==> config.mk <==
export PLATFORM = sky130hd
export DESIGN_NAME = mc_latency_tracker
export DESIGN_NICKNAME = d
export VERILOG_FILES = /design/src/rtl/mc_pkg.sv /design/src/rtl/mc_slot_line.sv /design/src/rtl/mc_latency_tracker.sv
export SDC_FILE = /design/constraint.sdc
export NUM_CORES = 1
export LEC_CHECK = 0
export ABC_AREA = 0
export BUFFER_PORTS_ARGS = -buffer_cell sky130_fd_sc_hd__buf_4
export CAP_MARGIN = 10
export CORE_ASPECT_RATIO = 2
export CORE_MARGIN = 2
export CORE_UTILIZATION = 51
export CTS_CLUSTER_SIZE = 30
export DETAILED_ROUTE_END_ITERATION = 6
export HOLD_SLACK_MARGIN = 0.15
export MAX_ROUTING_LAYER = met4
export PLACE_DENSITY = 0.84
export SLEW_MARGIN = 10
export SYNTH_ARGS = -nofsm -noshare
export SYNTH_HDL_FRONTEND = slang
export SYNTH_HIERARCHICAL = 1
export SYNTH_SLANG_ARGS = --single-unit
==> constraint.sdc <==
create_clock -name clk -period 4.3 [get_ports clk]
set_input_delay 0.645 -clock clk [delete_from_list [all_inputs] [get_ports clk]]
set_output_delay 0.645 -clock clk [all_outputs]
set_load 0.1 [all_outputs]
==> src/rtl/mc_pkg.sv <==
// Shared latency constants and sizing helpers for the multi-cycle
// completion tracker and the execute-stage functional units.
package mc_pkg;

  localparam int unsigned MC_MAX_LAT = 8;

  localparam int unsigned LAT_IMUL = 6;
  localparam int unsigned LAT_FADD = 6;
  localparam int unsigned LAT_FSUB = 6;
  localparam int unsigned LAT_FMUL = 4;
  localparam int unsigned LAT_FDIV = 5;
  localparam int unsigned LAT_ITOF = 6;
  localparam int unsigned LAT_FTOI = 6;
  localparam int unsigned LAT_COMB = 0;

  typedef enum logic [2:0] {
    FU_COMB,
    FU_IMUL,
    FU_FADD,
    FU_FSUB,
    FU_FMUL,
    FU_FDIV,
    FU_ITOF,
    FU_FTOI
  } fu_e;

  // Width needed to encode latencies 0..max inclusive.
  function automatic int unsigned lat_w(input int unsigned max);
    return $clog2(max + 1);
  endfunction

  function automatic int unsigned fu_lat(input fu_e fu);
    case (fu)
      FU_IMUL: return LAT_IMUL;
      FU_FADD: return LAT_FADD;
      FU_FSUB: return LAT_FSUB;
      FU_FMUL: return LAT_FMUL;
      FU_FDIV: return LAT_FDIV;
      FU_ITOF: return LAT_ITOF;
      FU_FTOI: return LAT_FTOI;
      default: return LAT_COMB;
    endcase
  endfunction

endpackage

==> src/rtl/mc_slot_line.sv <==
// One completion slot: occupancy bit plus writeback tag, shifted down one
// position per cycle or loaded by a new issue.
module mc_slot_line #(
  parameter int unsigned TAG_W = 4
) (
  input  logic             clk,
  input  logic             rst,
  input  logic             clear,
  input  logic             load,
  input  logic [TAG_W-1:0] load_tag,
  input  logic             occ_in,
  input  logic [TAG_W-1:0] tag_in,
  output logic             occ,
  output logic [TAG_W-1:0] tag
);

  always_ff @(posedge clk) begin
    if (rst || clear) begin
      occ <= 1'b0;
      tag <= '0;
    end else if (load) begin
      occ <= 1'b1;
      tag <= load_tag;
    end else begin
      occ <= occ_in;
      tag <= tag_in;
    end
  end

endmodule

==> src/rtl/mc_latency_tracker.sv <==
// Tracks fixed-latency ops in flight and presents each completion, with its
// writeback tag, in the cycle the functional-unit result is valid.
module mc_latency_tracker
  import mc_pkg::*;
#(
  parameter int unsigned MAX_LAT   = MC_MAX_LAT,
  parameter int unsigned TAG_W     = 4,
  parameter int unsigned DATA_W    = 32,
  parameter bit          PIPELINED = 1'b1,
  localparam int unsigned LAT_W    = lat_w(MAX_LAT)
) (
  input  logic              clk,
  input  logic              rst,
  input  logic              flush,
  input  logic              issue_valid,
  input  logic [LAT_W-1:0]  issue_lat,
  input  logic [TAG_W-1:0]  issue_tag,
  output logic              issue_ready,
  output logic              lat_err,
  input  logic [DATA_W-1:0] fu_result,
  output logic              done_valid,
  output logic [TAG_W-1:0]  done_tag,
  output logic [DATA_W-1:0] done_data,
  output logic              busy
);

  logic [MAX_LAT-1:0] occ;
  logic [TAG_W-1:0]   tag_q [MAX_LAT];
  logic [MAX_LAT-1:0] load;
  logic               slot_hit;
  logic               upper_busy;
  logic               accept;
  logic               comb_done;

  always_comb begin
    lat_err    = issue_valid && (issue_lat > LAT_W'(MAX_LAT));
    slot_hit   = 1'b0;
    upper_busy = 1'b0;
    // occ[L] is the slot that shifts into L-1 at the load edge; occ[0] is
    // the writeback port an L=0 op would share this cycle.
    for (int unsigned k = 0; k < MAX_LAT; k++) begin
      if (occ[k] && (issue_lat == LAT_W'(k))) slot_hit = 1'b1;
      if ((k >= 1) && occ[k]) upper_busy = 1'b1;
    end
    issue_ready = !rst && !flush && !lat_err && !slot_hit &&
                  !(!PIPELINED && upper_busy);
    accept    = issue_valid && issue_ready;
    comb_done = accept && (issue_lat == '0);
    load      = '0;
    for (int unsigned k = 0; k < MAX_LAT; k++) begin
      if (accept && (issue_lat == LAT_W'(k + 1))) load[k] = 1'b1;
    end
  end

  always_comb begin
    done_valid = 1'b0;
    done_tag   = '0;
    done_data  = '0;
    if (!rst && !flush) begin
      if (comb_done) begin
        done_valid = 1'b1;
        done_tag   = issue_tag;
        done_data  = fu_result;
      end else if (occ[0]) begin
        done_valid = 1'b1;
        done_tag   = tag_q[0];
        done_data  = fu_result;
      end
    end
    busy = |occ;
  end

  for (genvar k = 0; k < MAX_LAT; k++) begin : g_slot
    logic             occ_in;
    logic [TAG_W-1:0] tag_in;

    if (k == MAX_LAT - 1) begin : g_top
      assign occ_in = 1'b0;
      assign tag_in = '0;
    end else begin : g_mid
      assign occ_in = occ[k+1];
      assign tag_in = tag_q[k+1];
    end

    mc_slot_line #(
      .TAG_W(TAG_W)
    ) u_slot (
      .clk      (clk),
      .rst      (rst),
      .clear    (flush),
      .load     (load[k]),
      .load_tag (issue_tag),
      .occ_in   (occ_in),
      .tag_in   (tag_in),
      .occ      (occ[k]),
      .tag      (tag_q[k])
    );
  end

endmodule

==> results of run 1 <==
-- critical path, delay by kind of cell --
| family | cells | cell delay [ps] |
|---|---|---|
| compound gates | 2 | 940 |
| buf+inv | 2 | 430 |
| simple gates | 2 | 640 |
-- final cells by class --
type                            instances  share of cell area, %
Clock buffer                            7                   3.52
Clock inverter                          1                   1.10
Inverter                                4                  0.548
Multi-Input combinational cell        162                   39.2
Sequential cell                        40                   29.2
Tap cell                               51                   2.33
Timing Repair Buffer                   88                   24.1
-- registers in the layout (all words and copies together) (netlist names) --
signal / flops
g_slot.u_slot/tag: 32
g_slot.u_slot/occ: 8
-- layer usage --
metal	GRT usage, %	vias to the layer above	routed length, um
met4	11.4	0	87
met1	17.7	843	1590
li1	-	928	-
met3	7.90	6	449
met5	-	-	0
met2	44.7	76	2770
-- power groups by stage --
stage                     clock network, uW  registers [uW]  logic (uW)
after global placement                    0             383        98.5
after floorplan                           0             383        47.3
after CTS                               327             375        99.8
after global routing                    345             375         106
after detailed placement                  0             383        99.4
final                                   319             375         100
-- layout by cell type (no fill, tap or decap) --
cell type and instances:
nor3_1 43, nand4_1 1, a22o_1 1, nand3_1 3
a32o_1 4, conb_1 5, and3b_1 2, nand2_1 4
mux2i_1 32, and2_1 32, or2_2 2, dfxtp_1 40
nand2b_1 3, or3b_4 1, and4_1 1, o22ai_1 1
nor4_1 7, nor2_1 13, o21ai_0 2, bufinv_16 1
a2111o_1 1, a21oi_4 1, inv_1 4, buf_4 88
nor4b_1 1, o211ai_1 1, a211oi_2 1, clkbuf_8 7
-- through the flow --
step,hold slack [ps],instances,utilization (%),worst slack (ps),total power [uW]
2_1_floorplan,459,220,-,767,430
6_report,494,353,72.0,988,794
3_3_place_gp,475,345,68.7,1020,482
4_1_cts,497,353,72.0,986,802
5_1_grt,516,353,72.0,860,826
3_5_place_dp,482,345,68.7,989,483
-- synthesized netlist by cell type, drive strengths merged (2+ instances only) --
| cell | number |
|---|---|
| nor3 | 43 |
| dfxtp | 40 |
| and2 | 32 |
| mux2i | 32 |
| nor2 | 13 |
| buf | 12 |
| nor4 | 7 |
| a32o | 4 |
| inv | 4 |
| nand2 | 4 |
| nand2b | 3 |
| nand3 | 3 |
| and3b | 2 |
| clkbuf | 2 |
| o21ai | 2 |
| or2 | 2 |
-- worst max path at each step --
stage / start / end / slack [ps] / cells past startpoint
floorplan: issue_lat[2] / done_data[10] / 770 / 6
global placement: issue_lat[2] / done_data[26] / 1020 / 6
detailed placement: issue_lat[2] / done_data[15] / 990 / 6
CTS: issue_lat[2] / done_data[15] / 990 / 6
global route: issue_lat[2] / done_data[2] / 860 / 6
finish: issue_lat[2] / done_data[15] / 990 / 6
-- logic make-up (layout without fill, tap and decap cells) --
family          count (synthesis)  after routing  share of synthesized area, %
simple gates                  113            113                          30.9
flops                          40             40                          39.8
mux                            32             32                          15.9
buf+inv                        18            100                          7.84
compound gates                 12             12                          5.35
other cells                     1              5                         0.186
==> results.txt, run 1 <==
Switching Fraction = 22.3%
Post-synth EDFFs = 0
Critical path cell sequence = buf_4, or3b_4, a2111o_1, a21oi_4, and2_1, buf_4
Leading area contributor after synthesis = dfxtp_1
DR pass1 iterations = 4
Number of CTS-inserted buffers = 5
Reg2reg path depth = 6
Crit Path Class = in2out
Top post-synthesis cells by area = dfxtp_1 40%, mux2i_1 16%, nor3_1 11%, and2_1 10%, buf_6 6.7%
Most frequent CP cell = buf_4
Run status = finished clean
N_diodes = 0
Max-Cap Viols = 0
Antenna Nets Post-Route = 0
1st-iter DRT viols = 17
Clock Skews = 10.6 ps
Final worst path period share = 77.0%
DR vias = 1,853
Post-CTS Resized = 0
Vias in the first global route = 1,761
CORE AREA = 3800 sq um
Die width = 48.4 um
Net Sw Power = 177 uW
Area grow syn2layout = 36.2%
Fillers = 308
Worst Path Required = 3650 ps
R2r setup slk = 1870 ps
# hold bufs at CTS = 0
Worst reg2reg endpoint = g_slot[6].u_slot/tag[2]$_SDFF_PP0_
Maximum clock rate = 302 MHz
Slew headroom = 38.2%
Largest net degree at the start of global routing = 43
Min-delay src = g_slot[7].u_slot/occ$_SDFF_PP0_
Postcts setup bufs = 0
First-pass GRT wire length = 7.85 mm
RSZ-0062 raised after global routing = no
CP max-delay cell = a21oi_4
Cell area after synthesis = 2010 sq um
Dominant synthesized flop cell = dfxtp_1
DP HPWL = 3.67 mm
Crit Path Max Fanout = 33
Slew Limit Fails = 0
Clock slew at reported path FFs = 70 ps
Residual DRC = 0
Arrival time worst endpoint = 2670 ps
FFs w/ async S/R, synth = 0%
Netlist cell types = 27
NumNets Final = 345
Crit-path max cell delay = 490 ps
Fin crit period = 3310 ps
Area after DPL = 2610 sq um
Die area = 4490 sq um
Flop pwr share = 47.2%
Final instance area = 2740 sq um
Port Buf Inserts = 83
Avg WL per Cell = 13.9 um
Sequential share of the synthesized area = 39.8%
Post-Syn Instances = 216
Clk sinks = 40
CTS HTree Levels = 2
Worst min-delay path category = reg2reg
Worst-margin pin slew = 920 ps
FF/Latch Area = 801 sq um
All-Layer GR Usage = 22.7%
Reg2Reg Launch Point = g_slot[0].u_slot/occ$_SDFF_PP0_
Area of the multi-input gates = 1070 sq um
Remaining Overflow, GRT = 0
Yosys reg bits = 40
Startpoint Class = primary input
# rows = 32
Hold Violations, Final = 0
Initial antenna violation count = 0
Chip height = 92.8 um
Root buf cell = clkbuf_8
Pwr Density = 290 nW/um^2
Avg Cell Area, Syn = 9.31 sq um
Clock share of power = 40.2%
Hold path endpoint = g_slot[6].u_slot/occ$_SDFF_PP0_
Warnings from Yosys = 6
CTS Buffer Depth = 2
Layout cells sized above 1 = 33.4%
Top-area cell type share of the netlist area = 39.8%
I/O pins = 84
Cells on Worst Hold Path = 2
Final setup viols = 0
Logic pwr share = 12.6%
P_int = 617 uW
Lkg Pwr = 0.00111 uW
Starting Density = 52.9%
RePlAce Congestion = 0.965
CTS tree = yes
Worst setup EP type = output port
Final setup TNS = 0 ps
Vias per cell = 5.25
Worst-skew pair later-pin latency = 280 ps
Maximum vdd drop = 0.000365 V
Post-Route WL = 4.89 mm
(Power assumes the default switching activity.)
==> run 2, diff against run 1 <==
--- a/config.mk
+++ b/config.mk
@@ -10,12 +10,12 @@
 export CAP_MARGIN = 10
 export CORE_ASPECT_RATIO = 2
 export CORE_MARGIN = 2
-export CORE_UTILIZATION = 51
+export CORE_UTILIZATION = 43
 export CTS_CLUSTER_SIZE = 30
 export DETAILED_ROUTE_END_ITERATION = 6
 export HOLD_SLACK_MARGIN = 0.15
 export MAX_ROUTING_LAYER = met4
-export PLACE_DENSITY = 0.84
+export PLACE_DENSITY = 0.76
 export SLEW_MARGIN = 10
 export SYNTH_ARGS = -nofsm -noshare
 export SYNTH_HDL_FRONTEND = slang
==> constraint.sdc (replaced) <==
create_clock -name clk -period 2.9 [get_ports clk]
set_input_delay 0.435 -clock clk [delete_from_list [all_inputs] [get_ports clk]]
set_output_delay 0.435 -clock clk [all_outputs]
set_load 0.1 [all_outputs]
==> results.txt, run 2 (synthesized netlist as in run 1, its figures left out) <==
RePlAce Congestion = 0.864 (was 0.965)
Chip height = 101 um (was 92.8 um)
Postcts setup bufs = 0 (unchanged)
# hold bufs at CTS = 0 (unchanged)
Clk sinks = 40 (unchanged)
Arrival time worst endpoint = 2240 ps (was 2670 ps)
N_diodes = 0 (unchanged)
P_int = 870 uW (was 617 uW)
Leading cell type in the layout, fill and taps excluded = buf_4 (unchanged)
Final setup viols = 0 (unchanged)
Layout cells sized above 1 = 44.0% (was 33.4%)
Slew Limit Fails = 0 (unchanged)
Max reg flops = 32 (unchanged)
Number of CTS-inserted buffers = 5 (unchanged)
Die area = 5270 sq um (was 4490 sq um)
All-Layer GR Usage = 21.3% (was 22.7%)
Fillers = 416 (was 308)
Starting Density = 44.2% (was 52.9%)
Final setup TNS = 0 ps (unchanged)
Worst-margin pin slew = 532 ps (was 920 ps)
Largest net degree at the start of global routing = 34 (was 43)
Final worst path period share = 92.1%
Die width = 52.4 um (was 48.4 um)
Fin crit period = 2670 ps
Reg2reg path depth = 8 (was 6)
Crit path buffers/inverters = 3 (was 2)
Cells on Worst Hold Path = 2 (unchanged)
Switching Fraction = 23.9% (was 22.3%)
Clock Skews = 9.37 ps (was 10.6 ps)
Crit path max-delay family = compound AO/OA/AOI/OAI gates (unchanged)
DR vias = 1,884 (was 1,853)
Maximum vdd drop = 0.000458 V (was 0.000365 V)
CTS Buffer Depth = 2 (unchanged)
Initial antenna violation count = 0 (unchanged)
Run status = finished clean (unchanged)
Hold WS = 455 ps (was 494 ps)
Net Sw Power = 273 uW (was 177 uW)
Worst min-delay path category = in2reg (was reg2reg)
Cell count along the critical path = 7 (was 6)
Biggest regs = g_slot.u_slot/tag x32, g_slot.u_slot/occ x8 (unchanged)
Clock share of power = 38.1% (was 40.2%)
Vias in the first global route = 1,840 (was 1,761)
Post-Route WL = 5.07 mm (was 4.89 mm)
Port Buf Inserts = 83 (unchanged)
Crit-path max cell delay = 450 ps (was 490 ps)
Most frequent CP cell = buf_4 (unchanged)
Crit Path Class = in2out (unchanged)
Pwr Density = 404 nW/um^2 (was 290 nW/um^2)
Remaining Overflow, GRT = 0 (unchanged)
CORE AREA = 4550 sq um (was 3800 sq um)
DP HPWL = 3.92 mm (was 3.67 mm)
RSZ-0062 raised after global routing = no (unchanged)
Logic pwr share = 13.3% (was 12.6%)
CTS tree = yes (unchanged)
Worst setup EP type = output port (unchanged)
NumNets Final = 352 (was 345)
Hold Violations, Final = 0 (unchanged)
Vias per cell = 5.18 (was 5.25)
Cells after DPL = 356 (was 345)
I/O pins = 84 (unchanged)
Post-CTS Resized = 0 (unchanged)
CP max-delay cell = a2111o_1 (was a21oi_4)
Crit Path Max Fanout = 33 (unchanged)
Slew headroom = 64.0% (was 38.2%)
DR pass1 iterations = 4 (unchanged)
Commonest non-fill, non-tap cells in the layout = 94 x buf_4, 43 x nor3_1, 40 x dfxtp_1, 32 x mux2i_1, 29 x and2_2 (was 88 x buf_4, 43 x nor3_1, 40 x dfxtp_1, 32 x and2_1, 32 x mux2i_1)
Maximum clock rate = 374 MHz
Area grow syn2layout = 40.5% (was 36.2%)
Final core occ = 62.1% (was 72.0%)
Residual DRC = 0 (unchanged)
Lkg Pwr = 0.00117 uW (was 0.00111 uW)
Critical path cell sequence = buf_4, or3b_4, a2111o_1, a21oi_4, buf_12, and2_2, buf_4 (was buf_4, or3b_4, a2111o_1, a21oi_4, and2_1, buf_4)
Max-Cap Viols = 0 (unchanged)
CTS HTree Levels = 2 (unchanged)
Clock slew at reported path FFs = 70 ps (about the same)
# rows = 35 (was 32)
First-pass GRT wire length = 8.29 mm (was 7.85 mm)
Flop pwr share = 48.6% (was 47.2%)
Worst-skew pair later-pin latency = 290 ps (was 280 ps)
1st-iter DRT viols = 17 (unchanged)
Root buf cell = clkbuf_8 (unchanged)
Worst Path Required = 2470 ps (was 3650 ps)
Largest Register = g_slot.u_slot/tag (unchanged)
Avg WL per Cell = 13.9 um (about the same)
Startpoint Class = primary input (unchanged)
Fin cells = 364 (was 353)
Antenna Nets Post-Route = 0 (unchanged)
Overall power = 1140 uW (was 794 uW)
## run 2: cell types whose count changed in the layout (fill, tap and decap cells not counted), sizes merged
cell	delta
buf	+7
clkbuf	-1
clkinv	+1
## run 2: stage by stage
stage	setup slack, ps	instance area (sq um)
final	228	2830
after global routing	132	2830
after CTS	222	2830
after detailed placement	223	2720
after global placement	238	2720
after floorplan	-162	2070
## run 2: path summary, 6_finish.rpt
check | startpoint | to | slack, ps
max | issue_lat[2] | done_data[29] | 230
min | rst | g_slot[5].u_slot/occ$_SDFF_PP0_ | 450
max reg2reg | g_slot[0].u_slot/occ$_SDFF_PP0_ | g_slot[1].u_slot/tag[1]$_SDFF_PP0_ | 880
min reg2reg | g_slot[5].u_slot/occ$_SDFF_PP0_ | g_slot[4].u_slot/occ$_SDFF_PP0_ | 490
## run 2: power by group through the flow
| stage | clock network (uW) | logic, uW | registers (uW) |
|---|---|---|---|
| 2_1_floorplan | 0 | 70.5 | 568 |
| 3_3_place_gp | 0 | 151 | 569 |
| 3_5_place_dp | 0 | 152 | 569 |
| 4_1_cts | 451 | 152 | 556 |
| 5_1_grt | 474 | 164 | 556 |
| 6_report | 435 | 152 | 556 |
## run 2: area by class of cell
class / instances / area, sq um / area share (%)
Sequential cell: 40 / 801 / 28.3
Clock buffer: 6 / 72.6 / 2.57
Clock inverter: 2 / 35.0 / 1.24
Multi-Input combinational cell: 162 / 1110 / 39.2
Timing Repair Buffer: 95 / 726 / 25.7
Tap cell: 55 / 68.8 / 2.43
Inverter: 4 / 15.0 / 0.531
## run 2: metal layers
layer | wire, um | vias up | track usage (%) | part of all wire (%)
met5 | 0 | - | - | 0
met4 | 137 | 0 | 10.3 | 2.7
met3 | 461 | 12 | 4.75 | 9.1
met2 | 2800 | 80 | 40.2 | 55
met1 | 1670 | 845 | 18.7 | 33
li1 | - | 947 | - | -
==> run 3, diff against run 2 <==
--- a/config.mk
+++ b/config.mk
@@ -6,7 +6,7 @@
 export NUM_CORES = 1
 export LEC_CHECK = 0
 export ABC_AREA = 0
-export BUFFER_PORTS_ARGS = -buffer_cell sky130_fd_sc_hd__buf_4
+export BUFFER_PORTS_ARGS = -buffer_cell sky130_fd_sc_hd__clkbuf_2
 export CAP_MARGIN = 10
 export CORE_ASPECT_RATIO = 2
 export CORE_MARGIN = 2
==> results.txt, run 3 (synthesized netlist as in run 1, its figures left out) <==
Port Buf Inserts = 83 (unchanged)
Starting Density = 44.2% (unchanged)
DR vias = 1,926 (was 1,884)
Fin crit period = 2660 ps (was 2670 ps)
CORE AREA = 4550 sq um (unchanged)
Slew headroom = 63.5% (was 64.0%)
Final setup TNS = 0 ps (unchanged)
Fin cells = 364 (unchanged)
Worst-skew pair later-pin latency = 290 ps (about the same)
RSZ-0062 raised after global routing = no (unchanged)
Final instance area = 3180 sq um (was 2830 sq um)
Die width = 52.4 um (unchanged)
Layout cells sized above 1 = 44.3% (was 44.0%)
Final worst path period share = 91.9% (was 92.1%)
Leading cell type in the layout, fill and taps excluded = clkbuf_2 (was buf_4)
Final WS setup = 235 ps (was 228 ps)
Postcts setup bufs = 0 (unchanged)
Reg2reg path depth = 7 (was 8)
Clock slew at reported path FFs = 70 ps (about the same)
RePlAce Congestion = 0.896 (was 0.864)
# rows = 35 (unchanged)
Hold Violations, Final = 0 (unchanged)
1st-iter DRT viols = 40 (was 17)
Crit Path Class = in2out (unchanged)
Root buf cell = clkbuf_8 (unchanged)
Clk sinks = 40 (unchanged)
# hold bufs at CTS = 0 (unchanged)
DR pass1 iterations = 4 (unchanged)
Worst reg2reg endpoint = g_slot[0].u_slot/tag[3]$_SDFF_PP0_ (was g_slot[1].u_slot/tag[1]$_SDFF_PP0_)
Residual DRC = 0 (unchanged)
DP HPWL = 4.47 mm (was 3.92 mm)
Slew Limit Fails = 0 (unchanged)
Max reg flops = 32 (unchanged)
Largest Register = g_slot.u_slot/tag (unchanged)
NumNets Final = 352 (unchanged)
Avg WL per Cell = 15.4 um (was 13.9 um)
I/O pins = 84 (unchanged)
Pre-CTS setup slack = 243 ps (was 223 ps)
Remaining Overflow, GRT = 0 (unchanged)
Vias per cell = 5.29 (was 5.18)
Largest net degree at the start of global routing = 39 (was 34)
First-pass GRT wire length = 9.36 mm (was 8.29 mm)
Max-Cap Viols = 0 (unchanged)
CTS HTree Levels = 2 (unchanged)
Maximum vdd drop = 0.000362 V (was 0.000458 V)
Antenna Nets Post-Route = 0 (unchanged)
Area grow syn2layout = 57.8% (was 40.5%)
Startpoint Class = primary input (unchanged)
Chip height = 101 um (unchanged)
Cells after DPL = 356 (unchanged)
Pwr Density = 336 nW/um^2 (was 404 nW/um^2)
Post-Route WL = 5.60 mm (was 5.07 mm)
Final setup viols = 0 (unchanged)
Run status = finished clean (unchanged)
Hold path endpoint = g_slot[3].u_slot/occ$_SDFF_PP0_ (was g_slot[5].u_slot/occ$_SDFF_PP0_)
Worst-margin pin slew = 540 ps (was 532 ps)
R2r setup slk = 600 ps (was 880 ps)
Worst min-delay path category = in2reg (unchanged)
Area after DPL = 3080 sq um (was 2720 sq um)
Clock Skews = 5.46 ps (was 9.37 ps)
Commonest non-fill, non-tap cells in the layout = 45 x clkbuf_2, 43 x nor3_1, 40 x dfxtp_1, 39 x buf_12, 32 x mux2i_1 (was 94 x buf_4, 43 x nor3_1, 40 x dfxtp_1, 32 x mux2i_1, 29 x and2_2)
Crit Path Max Fanout = 33 (unchanged)
Worst Path Required = 2470 ps (about the same)
Hold WS = 389 ps (was 455 ps)
CTS Buffer Depth = 2 (unchanged)
Reg2Reg Launch Point = g_slot[0].u_slot/occ$_SDFF_PP0_ (unchanged)
Cells on Worst Hold Path = 2 (unchanged)
Arrival time worst endpoint = 2230 ps (was 2240 ps)
Lkg Pwr = 0.00124 uW (was 0.00117 uW)
Biggest regs = g_slot.u_slot/tag x32, g_slot.u_slot/occ x8 (unchanged)
Vias in the first global route = 2,034 (was 1,840)
N_diodes = 0 (unchanged)
Number of CTS-inserted buffers = 5 (unchanged)
Die area = 5270 sq um (unchanged)
CTS tree = yes (unchanged)
Post-CTS Resized = 0 (unchanged)
Initial antenna violation count = 0 (unchanged)
Worst setup EP type = output port (unchanged)
Maximum clock rate = 375 MHz (was 374 MHz)
Min-delay src = flush (was rst)
All-Layer GR Usage = 24.2% (was 21.3%)
## run 3: cell types whose count changed in the layout (fill, tap and decap cells not counted), sizes merged
cell,change
buf,-45
clkbuf,+45
bufinv,-1
clkinv,+1
## run 3: through the flow
step	power [uW]	util, %
floorplan	639	-
CTS	1080	69.7
global placement	710	67.7
detailed placement	712	67.7
global route	1120	69.7
finish	1070	69.7
## run 3: critical path, stage by stage
cell and delay, ps:
clkbuf_2 150, or3b_4 440, a2111o_1 450, a21oi_4 190, buf_12 170, and2_1 190, buf_12 190
## run 3: area by class of cell
class | instances | area (sq um)
clock buffer | 6 | 82.6
clock inverter | 2 | 10.0
fill | 337 | 1380
inverter | 4 | 15.0
multi-input combinational | 162 | 1110
sequential | 40 | 801
tap | 55 | 68.8
timing repair buffer | 95 | 1090
## run 3: how the worst max path moves through the flow
stage / to / slack (ps) / cells after the start / start
2_1_floorplan: issue_ready / -160 / 5 / issue_lat[0]
3_3_place_gp: done_data[28] / 290 / 7 / issue_lat[2]
3_5_place_dp: done_data[31] / 240 / 7 / issue_lat[2]
4_1_cts: done_data[31] / 230 / 7 / issue_lat[2]
5_1_grt: done_data[26] / 150 / 6 / g_slot[0].u_slot/occ$_SDFF_PP0_
6_report: done_data[31] / 240 / 7 / issue_lat[2]
## run 3: layer usage
layer	GRT usage (%)	vias to the layer above	part of all wire [%]
met5	-	-	0
met4	12.8	0	2.9
met3	5.19	12	7.3
met2	44.3	93	57
met1	21.9	876	33
li1	-	945	-
## run 3: where the power goes
group / internal [uW] / switching [uW] / leakage (uW)
registers: 554 / 1.87 / 0.000323
clock network: 190 / 178 / 0.0000510
logic: 50.3 / 94.1 / 0.000861
